## config.mk

```make
export PLATFORM = sky130hd
export DESIGN_NAME = mgmt_irq_capture_flat
export DESIGN_NICKNAME = d
export VERILOG_FILES = /design/src/rtl/mgmt_irq_capture_pkg.sv /design/src/rtl/mgmt_irq_capture_if.sv /design/src/rtl/mgmt_irq_capture_irq_sync.sv /design/src/rtl/mgmt_irq_capture.sv /design/src/flat_wrapper.sv
export SDC_FILE = /design/constraint.sdc
export NUM_CORES = 1
export LEC_CHECK = 0
export CORE_MARGIN = 2
export CORE_UTILIZATION = 30
export CTS_BUF_LIST = sky130_fd_sc_hd__clkbuf_4
export CTS_CLUSTER_DIAMETER = 120
export DETAILED_ROUTE_END_ITERATION = 8
export PLACE_DENSITY = 0.79
export SYNTH_ARGS = -nofsm -noshare
export SYNTH_HDL_FRONTEND = slang
export SYNTH_SLANG_ARGS = --single-unit
```

## constraint.sdc

```tcl
create_clock -name sys_clk -period 1.1 [get_ports sys_clk]
set_input_delay 0.33 -clock sys_clk [delete_from_list [all_inputs] [get_ports sys_clk]]
set_output_delay 0.33 -clock sys_clk [all_outputs]
set_load 0.01 [all_outputs]
```

## src/rtl/mgmt_irq_capture_pkg.sv

```systemverilog
// ---------------------------------------------------------------------------
// mgmt_irq_capture_pkg
// Shared constants for the management interrupt capture block:
//   - CSR word indices (decoded from wb_adr_i[4:2])
//   - CSR register width
//   - helper that decides whether a write's byte selects are sufficient
// ---------------------------------------------------------------------------
package mgmt_irq_capture_pkg;

    localparam int IRQ_REG_W = 32;

    localparam logic [2:0] IRQ_RAW  = 3'd0;  // RO  synchronised sources after polarity
    localparam logic [2:0] IRQ_PEND = 3'd1;  // W1C pending bits
    localparam logic [2:0] IRQ_EN   = 3'd2;  // RW  enable mask for irq_o
    localparam logic [2:0] IRQ_MODE = 3'd3;  // RW  1 = edge, 0 = level
    localparam logic [2:0] IRQ_POL  = 3'd4;  // RW  1 = active-low / falling edge

    // Narrow configurations keep every field in byte lane 0, so only sel[0]
    // matters there; wider ones need the full word to avoid partial updates.
    function automatic logic wr_sel_ok(input logic [3:0] sel, input int num_irq);
        if (num_irq <= 8) begin
            return sel[0];
        end
        return (sel == 4'hF);
    endfunction

endpackage

```

## src/rtl/mgmt_irq_capture_if.sv

```systemverilog
// ---------------------------------------------------------------------------
// mgmt_irq_capture_if
// Wishbone-classic CSR bus between the management core and the interrupt
// capture block.
//   wb_cyc_i / wb_stb_i : request qualifiers (master -> slave)
//   wb_we_i             : 1 = write
//   wb_adr_i            : byte address, slave decodes [4:2]
//   wb_dat_i / wb_sel_i : write data and byte selects
//   wb_dat_o            : read data (slave -> master), zero unless ack is high
//   wb_ack_o            : one-cycle acknowledge
//
// Handshake: the master holds cyc, stb, we, adr, dat and sel stable until it
// sees ack. The slave raises ack for exactly one cycle, one cycle after it
// first sees cyc & stb, and never on two consecutive cycles. A write commits
// on the clock edge that raises ack; read data is registered on that same
// edge. The master drops stb (or starts a new request) after the ack cycle.
// ---------------------------------------------------------------------------
interface mgmt_irq_capture_if;

    logic        wb_cyc_i;
    logic        wb_stb_i;
    logic        wb_we_i;
    logic [31:0] wb_adr_i;
    logic [31:0] wb_dat_i;
    logic [3:0]  wb_sel_i;
    logic [31:0] wb_dat_o;
    logic        wb_ack_o;

    modport master (
        output wb_cyc_i, wb_stb_i, wb_we_i, wb_adr_i, wb_dat_i, wb_sel_i,
        input  wb_dat_o, wb_ack_o
    );

    modport slave (
        input  wb_cyc_i, wb_stb_i, wb_we_i, wb_adr_i, wb_dat_i, wb_sel_i,
        output wb_dat_o, wb_ack_o
    );

endinterface

```

## src/rtl/mgmt_irq_capture_irq_sync.sv

```systemverilog
// ---------------------------------------------------------------------------
// irq_sync
// Vector-wide multi-flop synchroniser for asynchronous interrupt sources.
//   clk_i  : destination clock
//   rst_i  : synchronous active-high reset, clears every stage
//   d_i    : asynchronous input vector
//   q_o    : synchronised output, DEPTH clock edges behind d_i
// ---------------------------------------------------------------------------
module irq_sync #(
    parameter int W     = 3,
    parameter int DEPTH = 2
) (
    input  logic         clk_i,
    input  logic         rst_i,
    input  logic [W-1:0] d_i,
    output logic [W-1:0] q_o
);

    logic [W-1:0] sync_q [DEPTH];

    always_ff @(posedge clk_i) begin
        if (rst_i) begin
            for (int i = 0; i < DEPTH; i++) begin
                sync_q[i] <= '0;
            end
        end else begin
            sync_q[0] <= d_i;
            for (int i = 1; i < DEPTH; i++) begin
                sync_q[i] <= sync_q[i-1];
            end
        end
    end

    assign q_o = sync_q[DEPTH-1];

endmodule

```

## src/rtl/mgmt_irq_capture.sv

```systemverilog
// ---------------------------------------------------------------------------
// mgmt_irq_capture
// Interrupt front end for the management core. Synchronises NUM_IRQ raw
// sources, applies per-source polarity and edge/level detection, keeps
// per-source pending bits and drives one masked, registered request.
//   sys_clk  : single clock, all state on the rising edge
//   sys_rst  : synchronous active-high reset
//   irq_in   : asynchronous raw interrupt sources
//   wb       : Wishbone-classic CSR slave (RAW, PEND, EN, MODE, POL)
//   irq_o    : registered |(pending & enable)
// ---------------------------------------------------------------------------
module mgmt_irq_capture
    import mgmt_irq_capture_pkg::*;
#(
    parameter int NUM_IRQ    = 3,
    parameter int SYNC_DEPTH = 2
) (
    input  logic                sys_clk,
    input  logic                sys_rst,
    input  logic [NUM_IRQ-1:0]  irq_in,
    mgmt_irq_capture_if.slave   wb,
    output logic                irq_o
);

    // ------------------------------------------------------------------
    // Source conditioning
    // ------------------------------------------------------------------
    logic [NUM_IRQ-1:0] sync_w;
    logic [NUM_IRQ-1:0] act;
    logic [NUM_IRQ-1:0] act_q;

    irq_sync #(
        .W     (NUM_IRQ),
        .DEPTH (SYNC_DEPTH)
    ) u_irq_sync (
        .clk_i (sys_clk),
        .rst_i (sys_rst),
        .d_i   (irq_in),
        .q_o   (sync_w)
    );

    logic [NUM_IRQ-1:0] pol_q;
    logic [NUM_IRQ-1:0] mode_q;
    logic [NUM_IRQ-1:0] en_q;
    logic [NUM_IRQ-1:0] pend_q;
    logic [NUM_IRQ-1:0] pend_d;

    // Polarity is applied after the synchroniser, so flipping POL can itself
    // produce an edge on act; that is deliberate and may set pending.
    assign act = sync_w ^ pol_q;

    // ------------------------------------------------------------------
    // Wishbone decode
    // ------------------------------------------------------------------
    logic                 ack_q;
    logic [IRQ_REG_W-1:0] dat_q;
    logic                 req;
    logic                 wr;
    logic [2:0]           idx;
    logic [NUM_IRQ-1:0]   wdat;
    logic [IRQ_REG_W-1:0] rd_mux;

    // ~ack_q keeps a held strobe from acknowledging on back-to-back cycles.
    assign req  = wb.wb_cyc_i & wb.wb_stb_i & ~ack_q;
    assign wr   = req & wb.wb_we_i & wr_sel_ok(wb.wb_sel_i, NUM_IRQ);
    assign idx  = wb.wb_adr_i[4:2];
    assign wdat = wb.wb_dat_i[NUM_IRQ-1:0];

    always_comb begin
        rd_mux = '0;
        case (idx)
            IRQ_RAW:  rd_mux[NUM_IRQ-1:0] = act;
            IRQ_PEND: rd_mux[NUM_IRQ-1:0] = pend_q;
            IRQ_EN:   rd_mux[NUM_IRQ-1:0] = en_q;
            IRQ_MODE: rd_mux[NUM_IRQ-1:0] = mode_q;
            IRQ_POL:  rd_mux[NUM_IRQ-1:0] = pol_q;
            default:  rd_mux = '0;
        endcase
    end

    // ------------------------------------------------------------------
    // Pending logic
    // ------------------------------------------------------------------
    logic [NUM_IRQ-1:0] set_vec;
    logic [NUM_IRQ-1:0] w1c_vec;

    assign set_vec = (mode_q & act & ~act_q) | (~mode_q & act);
    assign w1c_vec = (wr && idx == IRQ_PEND) ? wdat : '0;

    // Set is OR-ed in after the clear so a simultaneous set wins; in level
    // mode this also makes W1C ineffective while the source is active.
    assign pend_d = (pend_q & ~w1c_vec) | set_vec;

    // ------------------------------------------------------------------
    // State
    // ------------------------------------------------------------------
    logic irq_q;

    always_ff @(posedge sys_clk) begin
        if (sys_rst) begin
            act_q  <= '0;
            pend_q <= '0;
            en_q   <= '0;
            mode_q <= '0;
            pol_q  <= '0;
            ack_q  <= 1'b0;
            dat_q  <= '0;
            irq_q  <= 1'b0;
        end else begin
            act_q  <= act;
            pend_q <= pend_d;
            irq_q  <= |(pend_q & en_q);
            ack_q  <= req;
            // Zero outside the ack cycle so the bus never sees stale data.
            dat_q  <= (req && !wb.wb_we_i) ? rd_mux : '0;
            if (wr) begin
                case (idx)
                    IRQ_EN:   en_q   <= wdat;
                    IRQ_MODE: mode_q <= wdat;
                    IRQ_POL:  pol_q  <= wdat;
                    default:  ;
                endcase
            end
        end
    end

    assign wb.wb_ack_o = ack_q;
    assign wb.wb_dat_o = dat_q;
    assign irq_o       = irq_q;

    // Address bits outside [4:2] and data bits above NUM_IRQ are don't-care.
    logic unused_ok;
    assign unused_ok = ^{wb.wb_adr_i[31:5], wb.wb_adr_i[1:0], wb.wb_dat_i, wb.wb_sel_i};

endmodule

```

## src/flat_wrapper.sv

```systemverilog
// flat-port wrapper written by rule: the top's interface ports become plain ports
module mgmt_irq_capture_flat import mgmt_irq_capture_pkg::*;
#(
    parameter int NUM_IRQ    = 3,
    parameter int SYNC_DEPTH = 2
)
  (sys_clk, sys_rst, irq_in, irq_o, wb_wb_cyc_i, wb_wb_stb_i, wb_wb_we_i, wb_wb_adr_i, wb_wb_dat_i, wb_wb_sel_i, wb_wb_dat_o, wb_wb_ack_o);
  mgmt_irq_capture_if wb_i ();
  input  logic sys_clk;
  input  logic sys_rst;
  input  logic [NUM_IRQ-1:0] irq_in;
  output logic irq_o;
  input wire logic [$bits(wb_i.wb_cyc_i)-1:0] wb_wb_cyc_i;
  input wire logic [$bits(wb_i.wb_stb_i)-1:0] wb_wb_stb_i;
  input wire logic [$bits(wb_i.wb_we_i)-1:0] wb_wb_we_i;
  input wire logic [$bits(wb_i.wb_adr_i)-1:0] wb_wb_adr_i;
  input wire logic [$bits(wb_i.wb_dat_i)-1:0] wb_wb_dat_i;
  input wire logic [$bits(wb_i.wb_sel_i)-1:0] wb_wb_sel_i;
  output wire logic [$bits(wb_i.wb_dat_o)-1:0] wb_wb_dat_o;
  output wire logic [$bits(wb_i.wb_ack_o)-1:0] wb_wb_ack_o;
  assign wb_i.wb_cyc_i = wb_wb_cyc_i;
  assign wb_i.wb_stb_i = wb_wb_stb_i;
  assign wb_i.wb_we_i = wb_wb_we_i;
  assign wb_i.wb_adr_i = wb_wb_adr_i;
  assign wb_i.wb_dat_i = wb_wb_dat_i;
  assign wb_i.wb_sel_i = wb_wb_sel_i;
  assign wb_wb_dat_o = wb_i.wb_dat_o;
  assign wb_wb_ack_o = wb_i.wb_ack_o;
  mgmt_irq_capture #(.NUM_IRQ(NUM_IRQ), .SYNC_DEPTH(SYNC_DEPTH)) u_core (.sys_clk(sys_clk), .sys_rst(sys_rst), .irq_in(irq_in), .wb(wb_i), .irq_o(irq_o));
endmodule
```

# Word-level counts from Yosys, hierarchy flattened
# Memories as Yosys holds them, arrays and structs flattened.
# Index checks and enable logic that the tools add are counted.
[op_classes] eq_ne=4 n_mux=7 bitwise_logic=19 reduce_logical=9
[ops] cell="$and A3 B3 Y3" count=5
[ops] cell="$pmux W3 S5" count=1
[ops] cell="$mux W3" count=3
[ops] cell="$not A3 Y3" count=3
[ops] cell="$eq A3 B2 Y1 const B" count=2
[ops] cell="$or A3 B3 Y3" count=2
[ops] cell="$reduce_and A2 Y1" count=3
[ops] cell="$and A1 B1 Y1" count=4
[ops] cell="$eq A3 B1 Y1 const B" count=1
[ops] cell="$eq A3 B3 Y1 const B" count=1
[ops] cell="$logic_not A3 Y1" count=1
[ops] cell="$mux W1" count=3
[ops] cell="$reduce_or A3 Y1" count=1
[ops] cell="$xor A3 B3 Y3" count=1
[ops] cell="$logic_and A1 B1 Y1" count=2
[ops] cell="$not A1 Y1" count=2
[ops] cell="$or A1 B1 Y1" count=2
[ops] cell="$reduce_or A2 Y1" count=1
[ops] cell="$logic_not A1 Y1" count=1
[totals] reg_bits=49 ram_bits=6 inputBits=76 out_inout_bits=34 word_cells=49 memories=1
[mem_list] memory="u_core.u_irq_sync.sync_q" words=2 word_bits=3 rd=2 rd_clocked_by_memory_dff=0 write_ports=2 line_no="mgmt_irq_capture_irq_sync.sv:19" source="logic [W-1:0] sync_q [DEPTH];"

# Logic depth before layout (Yosys ltp)
# Gate-level depths: netlist of run 1.
[logic_depth] word_depth=9 mapped_depth=5

# By module
# From an unflattened synthesis of run 1, not the netlist that was laid out.
[unflattened] hier_cells=145 hier_area_um2=1378.8
[modules_own_cells] module="mgmt_irq_capture" n_inst=1 cells_per_inst=130 area_each_um2=1198.6 seq_area_each_um2=400.4
[modules_own_cells] module="irq_sync" n_inst=1 cells_per_inst=15 area_each_um2=180.2 seq_area_each_um2=120.1

# Worst setup path after synthesis of run 1
# OpenSTA, ideal clock, no wires.
[synth_path] path_type="register to register" startpoint="register u_core.ack_q (netlist: u_core.wb.wb_ack_o)" endpoint="register u_core.en_q[0]" setup_ns=0.120 t_arrival_ns=1.084 required_time_ns=0.980 setup_slack_ns=-0.104 path_stages_with_launch=6 period_less_slack_ns=1.204 cell_sequence="dfxtp_1 > and3b_1 > buf_2 > and4_1 > buf_2 > mux2i_1"
[synth_via] elab_chain_len=5
[synth_rtl] item="start: declaration" line_no="mgmt_irq_capture.sv:55" source="logic ack_q;"
[synth_rtl] item="start signal: assignment" line_no="mgmt_irq_capture.sv:113" source="ack_q <= req;"
[synth_rtl] item="$not A1 Y1" line_no="mgmt_irq_capture.sv:64" source="assign req = wb.wb_cyc_i & wb.wb_stb_i & ~ack_q;"
[synth_rtl] item="$and A1 B1 Y1" line_no="mgmt_irq_capture.sv:64"
[synth_rtl] item="$and A1 B1 Y1 (2 in a row)" line_no="mgmt_irq_capture.sv:65" source="assign wr = req & wb.wb_we_i & wr_sel_ok(wb.wb_sel_i, NUM_IRQ);"
[synth_rtl] item="$reduce_and A2 Y1 (no line)"
[synth_rtl] item="end signal: assignment" line_no="mgmt_irq_capture.sv:118" source="IRQ_EN: en_q <= wdat;"
[synth_rtl] item="end: declaration" line_no="mgmt_irq_capture.sv:44" source="logic [NUM_IRQ-1:0] en_q;"
# Every way passes these cells.
# A chain may end at the register's enable or synchronous reset.

# Worst setup path after layout of run 1
[layout_path] startpoint="register u_core.ack_q (netlist: u_core.wb.wb_ack_o)" endpoint="register u_core.pend_q[2]"
[layout_via] elab_chain_len=9
[layout_rtl] item="$not A1 Y1" line_no="mgmt_irq_capture.sv:64"
[layout_rtl] item="$and A1 B1 Y1" line_no="mgmt_irq_capture.sv:64"
[layout_rtl] item="$and A1 B1 Y1 (2 in a row)" line_no="mgmt_irq_capture.sv:65"
[layout_rtl] item="$logic_and A1 B1 Y1" line_no="mgmt_irq_capture.sv:88" source="assign w1c_vec = (wr && idx == IRQ_PEND) ? wdat : '0;"
[layout_rtl] item="$mux W3" line_no="mgmt_irq_capture.sv:88"
[layout_rtl] item="$not A3 Y3" line_no="mgmt_irq_capture.sv:92" source="assign pend_d = (pend_q & ~w1c_vec) | set_vec;"
[layout_rtl] item="$and A3 B3 Y3" line_no="mgmt_irq_capture.sv:92"
[layout_rtl] item="$or A3 B3 Y3" line_no="mgmt_irq_capture.sv:92"
[layout_rtl] item="end signal: assignment" line_no="mgmt_irq_capture.sv:111" source="pend_q <= pend_d;"
[layout_rtl] item="end: declaration" line_no="mgmt_irq_capture.sv:45" source="logic [NUM_IRQ-1:0] pend_q;"
# Every way passes these cells.

==> results.toml, run 1 <==
[placement]
post-dp-hpwl_mm = 2.12
gp_congestion = 0.893
dp_cells = 221
place_area_um2 = 1550
io_buffers = 19
post-place-ws_ns = -0.614

[pwr]
p_leak_uw = 0.000722
ir_worst_vdd_v = 0.000397
powerDensity_nw_per_um2 = 1000

[cells_and_area]
finalNetCount = 254
fin_cells = 228
stdcell_area_um2 = 1630
drive_above_1_share_pct = 24.4
area_growth_syn_to_layout_pct = 23.7
utilization_pct = 38.1
n_antenna_cell = 0

[logic_synthesis]
synth_adder_area_share_pct = 0
synthXorXnorAreaFrac_pct = 1.99
ys_ff_latch = 26
synth-simple-area-share_pct = 21.0
seq_area_frac_synth_pct = 39.4
synth_cell_types = 37
synth_edf_count = 0
synthFlopType = "dfxtp_1"
ys_async_sr_fraction_pct = 0
synth_top_family_by_area = "simple AND/OR/NAND/NOR gates"
netlist_area_um2 = 1320
syn_avg_cell_area_um2 = 9.30
synth_mux_area_share_pct = 7.58
syn-instance-count = 142
synth-compound-area-share_pct = 9.00
yosys_warnings = 0

[timing]
fin_crit_sh_pct = 105
setup_viol = 16
fin_crit_ns = 1.16
drv_slew = 0
hold_viol = 0
final.setup_skew_ns = 0.00324
rsz0062_at_grt = "true"
whs_ns = 0.325
fin_ws_ns = -0.0591
fmax_mhz = 863

[floorplanning]
die_y_um = 70.4
ioPinCount = 110
floorplan.initialDensity_pct = 30.8
die_w_um = 70.4
die-area_um2 = 4950
core_area_um2 = 4290
rows = 24

[global_route]
grt-ovfl-total = 0
antenna_found_initial = 0
grt_max_degree = 14
grt_pass1_vias = 1010
grt_usage_pct = 12.3
grt_pass1_wl_mm = 4.80

[cts]
numCtsBuffers = 3
cts_max_level = 1
cts_tree = "built"
clk_pin_slew_worst_paths_ns = 0.13
clock-sinks = 26
cts_hold_buffers = 0
clockRootBuffer = "clkbuf_4"
clock_path_buffers = 2
clock_latency_ns = 0.31

[status]
violations = "negative setup slack"
status = "finished, violations left"

[routing]
via_per_inst = 4.56
wl_per_cell_um = 12.8
vias = 1039
postRouteAntennaNets = 0
drt-initial-drc-count = 123
dr.pass1.iters = 5
wl_mm = 2.91
remaining_drc_errors = 0

[min_path]
hp-class = "in2reg"

[worst_setup_path]
worstSetupEndpointType = "flop"
worstPathMaxFanout = 4
start_kind = "flop"
arrival_ns = 1.38
cp.required_ns = 1.32
reg2reg_slack_ns = -0.06
worstSetupPathType = "reg2reg"

[job]
maxCapViolations = 0
==> kinds of logic (layout without fill, tap and decap cells) <==
kind of cell | after synthesis | in the layout
AND/OR/NAND/NOR | 47 | 47
buffers and inverters | 40 | 46
flip-flops | 26 | 26
AO/OA/AOI/OAI | 15 | 15
multiplexers | 10 | 10
XOR/XNOR | 3 | 3
other | 1 | 29
==> metrics by stage <==
step	TNS (ns)	total power, uW
floorplan	-0.268	1220
global placement	-10.52	1240
detailed placement	-10.71	1240
CTS	-0.502	1650
global route	-1.68	1720
finish	-0.465	1640
==> critical path, cell delays in order, from the launching register on <==
cell	delay [ns]
dfxtp_2	0.35
and3b_2	0.29
buf_6	0.12
nand4_1	0.08
a32o_1	0.23
==> synth_stat cells, drive strengths merged (2+ instances only) <==
cell,instances,share of area [%]
a2111o,2,1.7
a21oi,2,0.76
a31oi,4,1.9
a32o,2,1.5
and2,2,0.95
buf,34,19
clkbuf,2,0.57
dfxtp,26,39
inv,4,1.3
mux2i,10,7.6
nand2,16,4.5
nand3,2,0.76
nand4,4,2.4
nor2,5,1.4
nor2b,8,3.8
nor4bb,2,1.5
xnor2,2,1.3
==> report_power, final <==
part	switching, uW	internal, uW	total (uW)	leakage, uW
Combinational	149	121	269	0.000494
Sequential	13.1	965	978	0.000214
Clock	266	128	394	0.0000138
Total	428	1210	1640	0.000722
==> registers in the layout, indices dropped and copies added, names as in the netlist <==
register / count
u_core.irq_o: 1
u_core.wb.wb_dat_o: 3
u_core.u_irq_sync.sync_q: 6
u_core.wb.wb_ack_o: 1
u_core.pol_q: 3
u_core.act_q: 3
u_core.pend_q: 3
u_core.mode_q: 3
u_core.en_q: 3
==> path summary, 6_finish.rpt <==
path / startpoint / depth (start not counted) / to
min: sys_rst / 2 / u_core.wb.wb_ack_o
max reg2reg: u_core.wb.wb_ack_o / 4 / u_core.pend_q[2]
min reg2reg: u_core.u_irq_sync.sync_q[0][2] / 1 / u_core.u_irq_sync.sync_q[0][5]
max: u_core.wb.wb_ack_o / 4 / u_core.pend_q[2]
==> layout make-up <==
cell class                      count  area (um2)
Sequential cell                    26         526
Tap cell                           52        65.1
Inverter                            4        21.3
Fill cell                         429        2660
Timing Repair Buffer               38         325
Clock buffer                        3        22.5
Timing Repair inverter              1        5.00
Multi-Input combinational cell    104         669
==> layout by cell type (no fill, tap or decap), types with 2 or more instances in the layout <==
| cell type | n |
|---|---|
| conb_1 | 29 |
| dfxtp_1 | 22 |
| nand2_1 | 16 |
| a21oi_1 | 2 |
| clkbuf_4 | 3 |
| xnor2_1 | 2 |
| dfxtp_2 | 4 |
| buf_2 | 3 |
| a2111o_1 | 2 |
| a31oi_1 | 4 |
| nor2b_1 | 8 |
| mux2i_1 | 10 |
| clkdlybuf4s50_1 | 6 |
| buf_4 | 14 |
| buf_6 | 7 |
| nand3_1 | 2 |
| dlygate4sd2_1 | 7 |
| nor2_1 | 5 |
| nand4_1 | 3 |
| a32o_1 | 2 |
| inv_1 | 2 |
==> routing by layer <==
layer  share of wire, %  GRT usage (%)  wire [um]  vias up
met5                  0              0          0        -
met4                2.0           5.34         57        0
met3                7.8           2.60        228        6
met2                 51           21.3       1470       49
met1                 40           14.5       1150      489
li1                   -              -          -      495
==> what timing repair did <==
action                     CTS  global route
buffers inserted             3             0
gates resized for setup     43             6
pin swaps                    7             2
gates cloned                 1             0
setup endpoints to repair   20            21
(Power assumes the default switching activity.)
==> run 2: changes to the inputs <==
Settings changed: CORE_UTILIZATION 30 to 31, SYNTH_HIERARCHICAL set to 1.
==> results.toml, run 2 <==
[global_route]
grt-ovfl-total = 0
use_met2_pct = 16.1
antenna_found_initial = 0
grt_pass1_vias = 909
grt_usage_pct = 11.0
grt_util_met1_pct = 15.2
grt_max_degree = 14
grt.busiest_layer = "met2"
grt_pass1_wl_mm = 4.36
use_met3_pct = 4.27

[floorplanning]
die-area_um2 = 5000
ioPinCount = 110
die_y_um = 70.7
rows = 24
die_w_um = 70.7
core_area_um2 = 4320
floorplan.initialDensity_pct = 31.9

[routing]
vias = 1011
drt-initial-drc-count = 105
dr.pass1.iters = 4
wl_per_cell_um = 11.9
wl_mm = 2.68
remaining_drc_errors = 0
via_per_inst = 4.47
postRouteAntennaNets = 0

[timing]
rsz0062_at_grt = "true"
fmax_mhz = 771
fin_ws_ns = -0.197
fin_crit_ns = 1.30
hold_viol = 0
finalSetupTns_ns = -2.23
fin_crit_sh_pct = 118
setup_viol = 16
drv_slew = 0
final.setup_skew_ns = 0.00824

[logic_synthesis]
netlist_area_um2 = 1380
yosysTopAreaCellShare_pct = 37.7
syn_avg_cell_area_um2 = 9.51
synth_most_common_cell = "buf_4"
seq_area_frac_synth_pct = 37.7
synth_area_leader_cell = "dfxtp_1"
yosys_warnings = 6
ys_ff_latch = 26
synthTopCellsByArea = "dfxtp_1 38%, buf_4 17%, mux2i_1 7.3%, nand2b_1 5.9%, nor2b_1 4.1%"
ys_async_sr_fraction_pct = 0
syn-instance-count = 145
synth_common_cells = "32 x buf_4, 26 x dfxtp_1, 13 x nand2b_1, 10 x mux2i_1, 9 x nor2b_1"
synth_edf_count = 0
synth_cell_types = 35
synthFlopType = "dfxtp_1"

[worst_setup_path]
slowest_delay_ns = 0.56
worstSetupStartpoint = "u_core/wb.wb_ack_o"
r2r-start = "u_core/wb.wb_ack_o"
crit_path_top_delay_cell = "or4b_4"
start_kind = "flop"
path_buf_inv = 0
cp.required_ns = 1.36
crit_path_cell_trace = "nand3b_1, or4b_4, a31oi_1"
crit_family = "simple AND/OR/NAND/NOR gates"
worstPathMaxFanout = 3
worstSetupPathType = "reg2reg"
arrival_ns = 1.56
worstSetupEndpointType = "flop"

[cts]
clockRootBuffer = "clkbuf_4"
clock-sinks = 26
cts_hold_buffers = 0
cts_tree = "built"
numCtsBuffers = 3
cts_max_level = 1
clk_pin_slew_worst_paths_ns = 0.14
clock_path_buffers = 2
clock_latency_ns = 0.32

[min_path]
hp-class = "reg2reg"
worstHoldStart = "u_core/u_irq_sync/sync_q[0][1]"

[cells_and_area]
final_cell_mix = "29 x conb_1, 25 x dfxtp_1, 13 x buf_4, 13 x nand2b_1, 10 x mux2i_1"
drive_above_1_share_pct = 21.8
largest_reg_flops = 6
utilization_pct = 38.3
regMostFlops = "u_core/u_irq_sync/sync_q"
finalNetCount = 252
stdcell_area_um2 = 1660
layout_commonest_cell = "conb_1"
area_growth_syn_to_layout_pct = 20.1
fin_cells = 226
n_antenna_cell = 0

[job]
maxCapViolations = 0

[placement]
place_area_um2 = 1570
io_buffers = 19
gp_congestion = 0.856
dp_cells = 221
post-dp-hpwl_mm = 1.98

[pwr]
p_leak_uw = 0.000745
p_switching_uw = 424
internal-power_uw = 1230
powerDensity_nw_per_um2 = 996
seqPwrFrac_pct = 59.2
p_clk_share_pct = 24.4
ir_worst_vdd_v = 0.000528
pwr-share-comb_pct = 16.4
p_sw_share_pct = 25.7

[status]
violations = "negative setup slack"
status = "finished, violations left"
run 2: cell count changes after synthesis, sizes merged, moves of 3 or more:
cell,change
nand2b,+12
or2b,+3
inv,-3
nand2,-11
run 2: timing repair:
item | in CTS | in global routing
gates resized for setup | 33 | 7
gates cloned | 1 | 0
endpoints found under the setup margin | 20 | 20
pin swaps | 7 | 2
setup buffers | 0 | 2
run 2: cell type report:
cell class / count / area, um2
inverter: 1 / 3.75
fill: 438 / 2670
tap: 52 / 65.1
multi-input combinational: 109 / 724
timing repair buffer: 35 / 319
clock buffer: 3 / 22.5
sequential: 26 / 522
run 2: per-stage QoR:
stage	power, uW	setup WS [ns]	hold slack, ns
final	1650	-0.197	0.450
after global routing	1750	-0.270	0.472
after CTS	1660	-0.226	0.452
after detailed placement	1240	-0.663	0.420
after global placement	1240	-0.630	0.420
after floorplan	1210	-0.116	0.402
run 2: kinds of logic (layout without fill, tap and decap cells):
family                 after synthesis  after routing  synth area share [%]
AND/OR/NAND/NOR                     51             51                  24.2
buffers and inverters               38             39                  20.1
flip-flops                          26             26                  37.7
AO/OA/AOI/OAI                       16             16                  8.44
multiplexers                        10             10                  7.26
XOR/XNOR                             3              3                  1.91
other                                1             29                 0.272
run 2: final timing paths:
check                                                       to  slack [ns]  cells past startpoint
worst max-delay path                     u_core/wb.wb_dat_o[2]       -0.20                      3
worst min-delay path            u_core/u_irq_sync/sync_q[0][4]        0.45                      1
worst max register to register           u_core/wb.wb_dat_o[2]       -0.20                      3
worst min register to register  u_core/u_irq_sync/sync_q[0][4]        0.45                      1
run 2: power by group through the flow:
| stage | sequential [uW] | clock [uW] | combinational (uW) |
|---|---|---|---|
| global placement | 997 | 0 | 239 |
| finish | 977 | 403 | 270 |
| floorplan | 994 | 0 | 217 |
| CTS | 977 | 421 | 257 |
| detailed placement | 997 | 0 | 241 |
| global route | 979 | 470 | 296 |
run 2: worst register-to-register path, stage by stage, from the launching register on:
cell      delay, ns
dfxtp_2        0.34
nand3b_1       0.18
or4b_4         0.56
a31oi_1        0.16
run 2: metal layers:
layer	share of wire, %	vias up	routed length, um
li1	-	498	-
met1	47	472	1260
met2	44	37	1190
met3	7.1	4	190
met4	1.5	0	40
met5	0	-	0
